File: config.mk
export PLATFORM = sky130hd
export DESIGN_NAME = mem_stage
export DESIGN_NICKNAME = d
export VERILOG_FILES = /design/src/rtl/mem_stage.sv
export SDC_FILE = /design/constraint.sdc
export NUM_CORES = 2
export LEC_CHECK = 0
export ABC_AREA = 0
export CAP_MARGIN = 10
export CORE_MARGIN = 3
export CORE_UTILIZATION = 50
export CTS_BUF_LIST = sky130_fd_sc_hd__clkbuf_4 sky130_fd_sc_hd__clkbuf_8
export DETAILED_ROUTE_END_ITERATION = 8
export PLACE_DENSITY = 0.66
export SLEW_MARGIN = 20
export SYNTH_ARGS = -nofsm -noshare
export SYNTH_HDL_FRONTEND = slang
export SYNTH_SLANG_ARGS = --single-unit
File: constraint.sdc
create_clock -name clk -period 3.5 [get_ports clk]
set_input_delay 1.05 -clock clk [delete_from_list [all_inputs] [get_ports clk]]
set_output_delay 1.05 -clock clk [all_outputs]
set_load 0.01 [all_outputs]
File: src/rtl/mem_stage.sv
// MEM pipeline stage: 64-word data memory behind a wait-state FSM that
// freezes upstream for WAIT_CYCLES cycles per access, plus the MEM/WB register.
module mem_stage #(
  parameter int unsigned WAIT_CYCLES = 2,
  parameter logic [31:0] BASE_ADDR   = 32'd1024
) (
  input  logic        clk,
  input  logic        rst,
  input  logic        mem_r_en,
  input  logic        mem_w_en,
  input  logic        wb_en_in,
  input  logic [3:0]  dest_in,
  input  logic [31:0] alu_result,
  input  logic [31:0] val_rm,
  output logic        freeze,
  output logic        wb_en_out,
  output logic        mem_r_en_out,
  output logic [3:0]  dest_out,
  output logic [31:0] alu_result_out,
  output logic [31:0] mem_result,
  output logic        addr_err
);

  typedef enum logic [1:0] {
    IDLE     = 2'd0,
    BUSY     = 2'd1,
    COMPLETE = 2'd2
  } state_t;

  localparam logic [2:0] WAIT_W    = 3'(WAIT_CYCLES);
  localparam logic [2:0] WAIT_LAST = 3'(WAIT_CYCLES - 1);

  state_t      state_r, state_nxt_s;
  logic [2:0]  cnt_r, cnt_nxt_s;
  logic        req_s, freeze_s, complete_s, in_range_s, we_s;
  logic [31:0] offset_s;
  logic [5:0]  idx_s;
  logic [31:0] mem_r [0:63];

  assign req_s      = mem_r_en | mem_w_en;
  assign offset_s   = alu_result - BASE_ADDR;
  assign in_range_s = (alu_result >= BASE_ADDR) && (offset_s < 32'd256);
  assign idx_s      = offset_s[7:2];
  // Writes are suppressed while reset is held so an aborted access never lands.
  assign we_s       = complete_s & mem_w_en & in_range_s & rst;
  assign freeze     = freeze_s;

  // Next-state, counter and freeze/complete decode.
  always_comb begin
    state_nxt_s = state_r;
    cnt_nxt_s   = cnt_r;
    freeze_s    = 1'b0;
    complete_s  = 1'b0;
    case (state_r)
      IDLE: begin
        if (req_s && (WAIT_W != 3'd0)) begin
          freeze_s  = 1'b1;
          cnt_nxt_s = 3'd1;
          if (WAIT_W == 3'd1) begin
            state_nxt_s = COMPLETE;
          end else begin
            state_nxt_s = BUSY;
          end
        end else begin
          complete_s = req_s;
        end
      end
      BUSY: begin
        freeze_s  = 1'b1;
        cnt_nxt_s = cnt_r + 3'd1;
        if (cnt_r == WAIT_LAST) begin
          state_nxt_s = COMPLETE;
        end else begin
          state_nxt_s = BUSY;
        end
      end
      COMPLETE: begin
        complete_s  = 1'b1;
        cnt_nxt_s   = 3'd0;
        state_nxt_s = IDLE;
      end
      default: begin
        state_nxt_s = IDLE;
        cnt_nxt_s   = 3'd0;
      end
    endcase
  end

  // FSM state and wait counter.
  always_ff @(posedge clk or negedge rst) begin
    if (!rst) begin
      state_r <= IDLE;
      cnt_r   <= 3'd0;
    end else begin
      state_r <= state_nxt_s;
      cnt_r   <= cnt_nxt_s;
    end
  end

  // MEM/WB register: bubble while frozen, otherwise capture the instruction.
  always_ff @(posedge clk or negedge rst) begin
    if (!rst) begin
      wb_en_out      <= 1'b0;
      mem_r_en_out   <= 1'b0;
      dest_out       <= 4'd0;
      alu_result_out <= 32'd0;
      mem_result     <= 32'd0;
      addr_err       <= 1'b0;
    end else if (freeze_s) begin
      wb_en_out      <= 1'b0;
      mem_r_en_out   <= 1'b0;
      dest_out       <= 4'd0;
      alu_result_out <= 32'd0;
      mem_result     <= 32'd0;
      addr_err       <= 1'b0;
    end else begin
      wb_en_out      <= wb_en_in;
      mem_r_en_out   <= mem_r_en;
      dest_out       <= dest_in;
      alu_result_out <= alu_result;
      mem_result     <= (mem_r_en && in_range_s) ? mem_r[idx_s] : 32'd0;
      addr_err       <= req_s & ~in_range_s;
    end
  end

  // Data memory; contents intentionally survive reset.
  always_ff @(posedge clk) begin
    if (we_s) begin
      mem_r[idx_s] <= val_rm;
    end
  end

endmodule

== After elaboration in Yosys (flattened, before gate mapping) ==
Memory sizes are Yosys's and may differ from the RTL's.
Index checks and enable logic that the tools add are counted.
Word-level totals
  RAM bits: 2048
  output and inout bits: 72
  logic and storage cells: 43
  bits of input ports: 73
  register bits: 76
  memories: 1
Cells by class
  muxes and demuxes: 17
  add/sub/neg operators: 2
  bitwise logic cells: 6
  reduce and logical (&&, ||, !) cells: 3
  equal/unequal tests: 4
  $lt $le $gt $ge: 2
Memories
  mem_r: depth 64, bits a word 32, rd ports 1, clocked after Yosys merged registers in 0, wr ports 1, line 38  | logic [31:0] mem_r [0:63];
Operators by type and width (count)
  32-bit 2-to-1 mux: 3
  32-bit by 11-bit greater-or-equal comparator with 1-bit output (second input constant): 1
  32-bit by 9-bit less-than comparator with 1-bit output (second input constant): 1
  32-bit by 11-bit subtractor with 32-bit output (second input constant): 1
  1-bit 2-to-1 mux: 7
  3-bit one-hot mux with 2 select lines: 1
  1-bit bitwise AND: 4
  2-bit 2-to-1 mux: 2
  4-bit 2-to-1 mux: 1
  2-bit one-hot mux with 2 select lines: 1
  3-bit by 1-bit adder with 3-bit output (second input constant): 1
  3-bit by 1-bit == test with 1-bit output (second input constant): 1
  3-bit 2-to-1 mux: 1
  2-bit by 1-bit == test with 1-bit output (second input constant): 1
  2-bit == test (second input constant): 1
  1-bit logical AND: 2
  2-bit zero test: 1
  2-bit inequality test (second input constant): 1
  1-bit one-hot mux with 2 select lines: 1
  1-bit inverter: 1
  1-bit bitwise OR: 1

== Longest topological paths before layout ==
  depth after elaboration: 7
  depth in mapped cells: 12
  mapped depth without buffers: 6

== Worst setup path after synthesis ==
Ideal clock, no wire load.
  path kind: input -> register
  start point: in alu_result[12]
  end point: mem mem_r[0][0], enable pin
  arrival: 3695 ps
  buffers on the path: 0
  cell stages on the path: 5
  data required time: 3079 ps
  slack: -616 ps
  setup time: 421 ps
  cells stage by stage: nor4_2 -> nand4_1 -> nor3_1 -> nand2_1 -> nor2_1
On the way
  cells in the longest elaborated chain, start to end: 7
  elaborated cells between the ends (all ways): 8
  those cells by class: add/sub: 1; order compare: 2; mux: 2; bitwise: 2; reduce/logical: 1
RTL lines
  start: declaration: line 13  | input logic [31:0] alu_result,
  32-bit by 11-bit subtractor with 32-bit output: line 41  | assign offset_s = alu_result - BASE_ADDR;
  32-bit by 9-bit less-than comparator with 1-bit output: line 42  | assign in_range_s = (alu_result >= BASE_ADDR) && (offset_s < 32'd256);
  1-bit logical AND *: line 42
  1-bit bitwise AND * (2 in a row): line 45  | assign we_s = complete_s & mem_w_en & in_range_s & rst;
  1-bit 2-to-1 mux *: line 128  | if (we_s) begin
  1-bit 2-to-1 mux (not written as such) *: line 129  | mem_r[idx_s] <= val_rm;
  end: declaration: line 38
Mark *: on every way between the ends. The rest lies on a longest branch, timed or not.

== Worst setup path after layout ==
  start point: in alu_result[17]
  end point: reg mem_result[21]
On the way
  cells in the longest elaborated chain, start to end: 6
  elaborated cells between the ends (all ways): 7
  those cells by class: add/sub: 1; order compare: 2; mux: 2; reduce/logical: 2
RTL lines
  32-bit by 11-bit subtractor with 32-bit output: line 41
  32-bit by 9-bit less-than comparator with 1-bit output: line 42
  1-bit logical AND *: line 42
  1-bit logical AND *: line 121  | mem_result <= (mem_r_en && in_range_s) ? mem_r[idx_s] : 32'd0;
  32-bit 2-to-1 mux *: line 121
  32-bit 2-to-1 mux *: line 109  | end else if (freeze_s) begin
  end signal: assignment: line 121
  end: declaration: line 20  | output logic [31:0] mem_result,
Marked as above.
A chain may end at the register's enable or synchronous reset.

==> qor.yml <==
overflow: 0
track_usage_pct: 32.3
ios: 145
cts_tree: "yes"
maxCapViolCount: 0
synth_cells: 4306
grt_pass1_vias: 48800
crit_path_top_delay_cell: "a2111oi_1"
totalWireLength_um: 271000
route.detailed.drc: 0
clock_latency_ns: 1.06
tightest_slew_ns: 1.10
clock-sinks: 2124
skew_ns: 0.0993
setup_ws_ns: 0.0621
cts_setup_buffers: 0
grt_pass1_wl_um: 377000
ys_ff_latch: 2124
power.total_mw: 52.6
crit_fanout: 9
timing_hold_violations_final: 0
final.period_utilization_pct: 98.2
nets: 5257
hold_depth: 1
synth_area_per_cell_um2: 18.7
die_area_um2: 166000
dr.first_iter.drc_count: 8600
dr.pass1.iters: 6
final_area_um2: 98000
syn_to_final_growth_pct: 21.4
ys_warn_count: 0
yosys_most_used_dff: "edfxtp_1"
synth_edf_count: 2048
pwr-share-clk_pct: 39.3
gp_congestion: 0.958
arrival_ns: 4.37
cts_buffer_depth: 4
p_seq_share_pct: 53.4
syn_area_um2: 80700
die_w_um: 408
finish.utilization_pct: 61.5
ys_async_sr_fraction_pct: 3.58
synth_top_cell_by_area: "edfxtp_1"
post-route-min-period_ns: 3.44
num_rows: 146
ant_nets: 0
antenna_found_initial: 25
outcome: "completed"
dp_slack_ns: -0.966
syn-num-nets: 4381
maxSlewHeadroom_pct: 27.0
vias_per_cell: 6.59
cts_root_buffer: "clkbuf_8"
fillerInstances: 11300
combinationalPowerShare_pct: 7.3
initial_core_util_pct: 50.6
die_y_um: 408
max_freq_ghz: 0.291
dp.cells: 6985
hold_class: "input pin to flop"
numCtsBuffers: 340
place_area_um2: 91500
yosys-top-cells-area: "edfxtp_1, mux4_2, mux2_2, o22ai_1, dfrtp_1"
grt_max_degree: 65
leakagePower_nw: 32.4
rsz0062_at_grt: "no"
slowest_delay_ns: 0.80
wire_per_inst_um: 35.8
yosysTopAreaCellShare_pct: 76.2
required_ns: 4.43
crit_path_cell_trace: "clkdlybuf4s50_1, nor4_2, nand4_1, or3_1, buf_4, a2111oi_1, buf_4, o221ai_1, a2111oi_1"
dp.final_hpwl_um: 179000
yosysMostFrequentCell: "edfxtp_1"
cts-htree-levels: 5
drv_slew: 0
vias: 50000
path_depth: 9
reg2reg_depth: 7
worst-path-buf-inv: 3
instances_no_fill: 7585
power.density_nw_per_um2: 537
ys_seq_area_share_pct: 78.6
setup_viol: 0
clk_pin_slew_worst_paths_ns: 0.06
io_buffer_count: 144
ir_worst_vdd_uv: 432
drive_gt1_share_pct: 30.8
switching_share_pct: 23.1
critPathTopFamily: "compound AO/OA/AOI/OAI gates"
ys_top_cells_by_count: "edfxtp_1, o22ai_1, mux2_2"
cp-start-kind: "input pin"
cellInternalPower_mw: 40.5
synth_cell_type_count: 71
core_um2: 159000
path_class: "input pin to flop"
switchingPower_mw: 12.1
cp-end-kind: "flop"
## registers in the layout, indices dropped and copies added (netlist names)
register	count
alu_result_out	32
cnt_r	3
state_r	2
mem_r_en_out	1
wb_en_out	1
mem_result	32
addr_err	1
mem_r	2048
dest_out	4
## power groups by stage
stage	sequential, mW	clock [mW]	combinational [mW]
detailed placement	28.6	0	3.72
global placement	28.6	0	3.69
finish	28.1	20.7	3.82
global route	28.1	22.0	3.93
floorplan	28.7	0	1.37
CTS	28.1	20.8	3.73
## path summary, 6_finish.rpt
kind / from / endpoint / slack [ns]
min in group asynchronous: rst / dest_out[1] / 0.46
max in group asynchronous: rst / mem_result[26] / 1.65
hold / removal: val_rm[24] / mem_r[47][24] / 0.34
setup reg to reg: state_r[1] / mem_result[21] / 0.51
setup / recovery: alu_result[17] / mem_result[21] / 0.06
hold reg to reg: cnt_r[0] / cnt_r[0] / 0.54
## cell families after synthesis
group           Yosys count  synth area share [%]
fa+ha+maj                 2                0.0310
compound gates          973                  8.06
simple gates            422                  2.51
buf+inv                 290                  1.90
flops                  2124                  78.6
mux                     495                  8.91
## routing by layer
metal / wire length [µm] / track usage, %
met1: 97100 / 43.1
met2: 120000 / 47.8
met3: 38500 / 11.0
met4: 15200 / 15.9
met5: 84 / 0
## cell type report
class	instances	area (µm²)	area share (%)
Antenna cell	9	22.5	0.0230
Clock buffer	459	5700	5.82
Sequential cell	2124	63400	64.7
Clock inverter	131	764	0.780
Timing Repair Buffer	818	9020	9.21
Multi-Input combinational cell	1892	16300	16.7
Tap cell	2146	2690	2.74
Inverter	6	27.5	0.0281
## cell usage in the layout (no fill, tap or decap), drive strengths merged, types with 8 or more instances in the layout
master         count
or3                8
or4                8
edfxtp          2048
a2bb2oi           12
a2111oi           12
o22ai            309
o22a              21
mux2i            153
nor3              22
a21oi            154
o21ai            157
clkbuf           459
mux2             182
dfrtp             76
nor4              22
diode              9
clkinv           115
a22oi             47
clkdlybuf4s50    108
nand3             10
inv               11
buf              709
o221ai           164
a221oi            10
nand2            143
a22o              14
a211oi            24
mux4             160
nor2             120
nor2b             50
## stage by stage
| stage | setup TNS [ns] | hold WS (ns) |
|---|---|---|
| final | 0 | 0.335 |
| after global routing | 0 | 0.293 |
| after CTS | 0 | 0.251 |
| after detailed placement | -404.51 | 0.532 |
| after global placement | -383.20 | 0.521 |
| after floorplan | -430.43 | 0.491 |
## worst reg2reg max path, delay by kind of cell, from the launching register on
| family | cells | cell delay (ns) |
|---|---|---|
| compound gates | 3 | 1.22 |
| buf+inv | 2 | 0.54 |
| flops | 1 | 0.51 |
| simple gates | 2 | 0.65 |
## what timing repair did
action                     in CTS  in global routing
hold endpoints to repair       18                  0
setup endpoints to repair       0                  3
gates resized for setup         0                  3
hold buffers                    1                  0
Note: power is estimated with default switching activity, not from simulation.
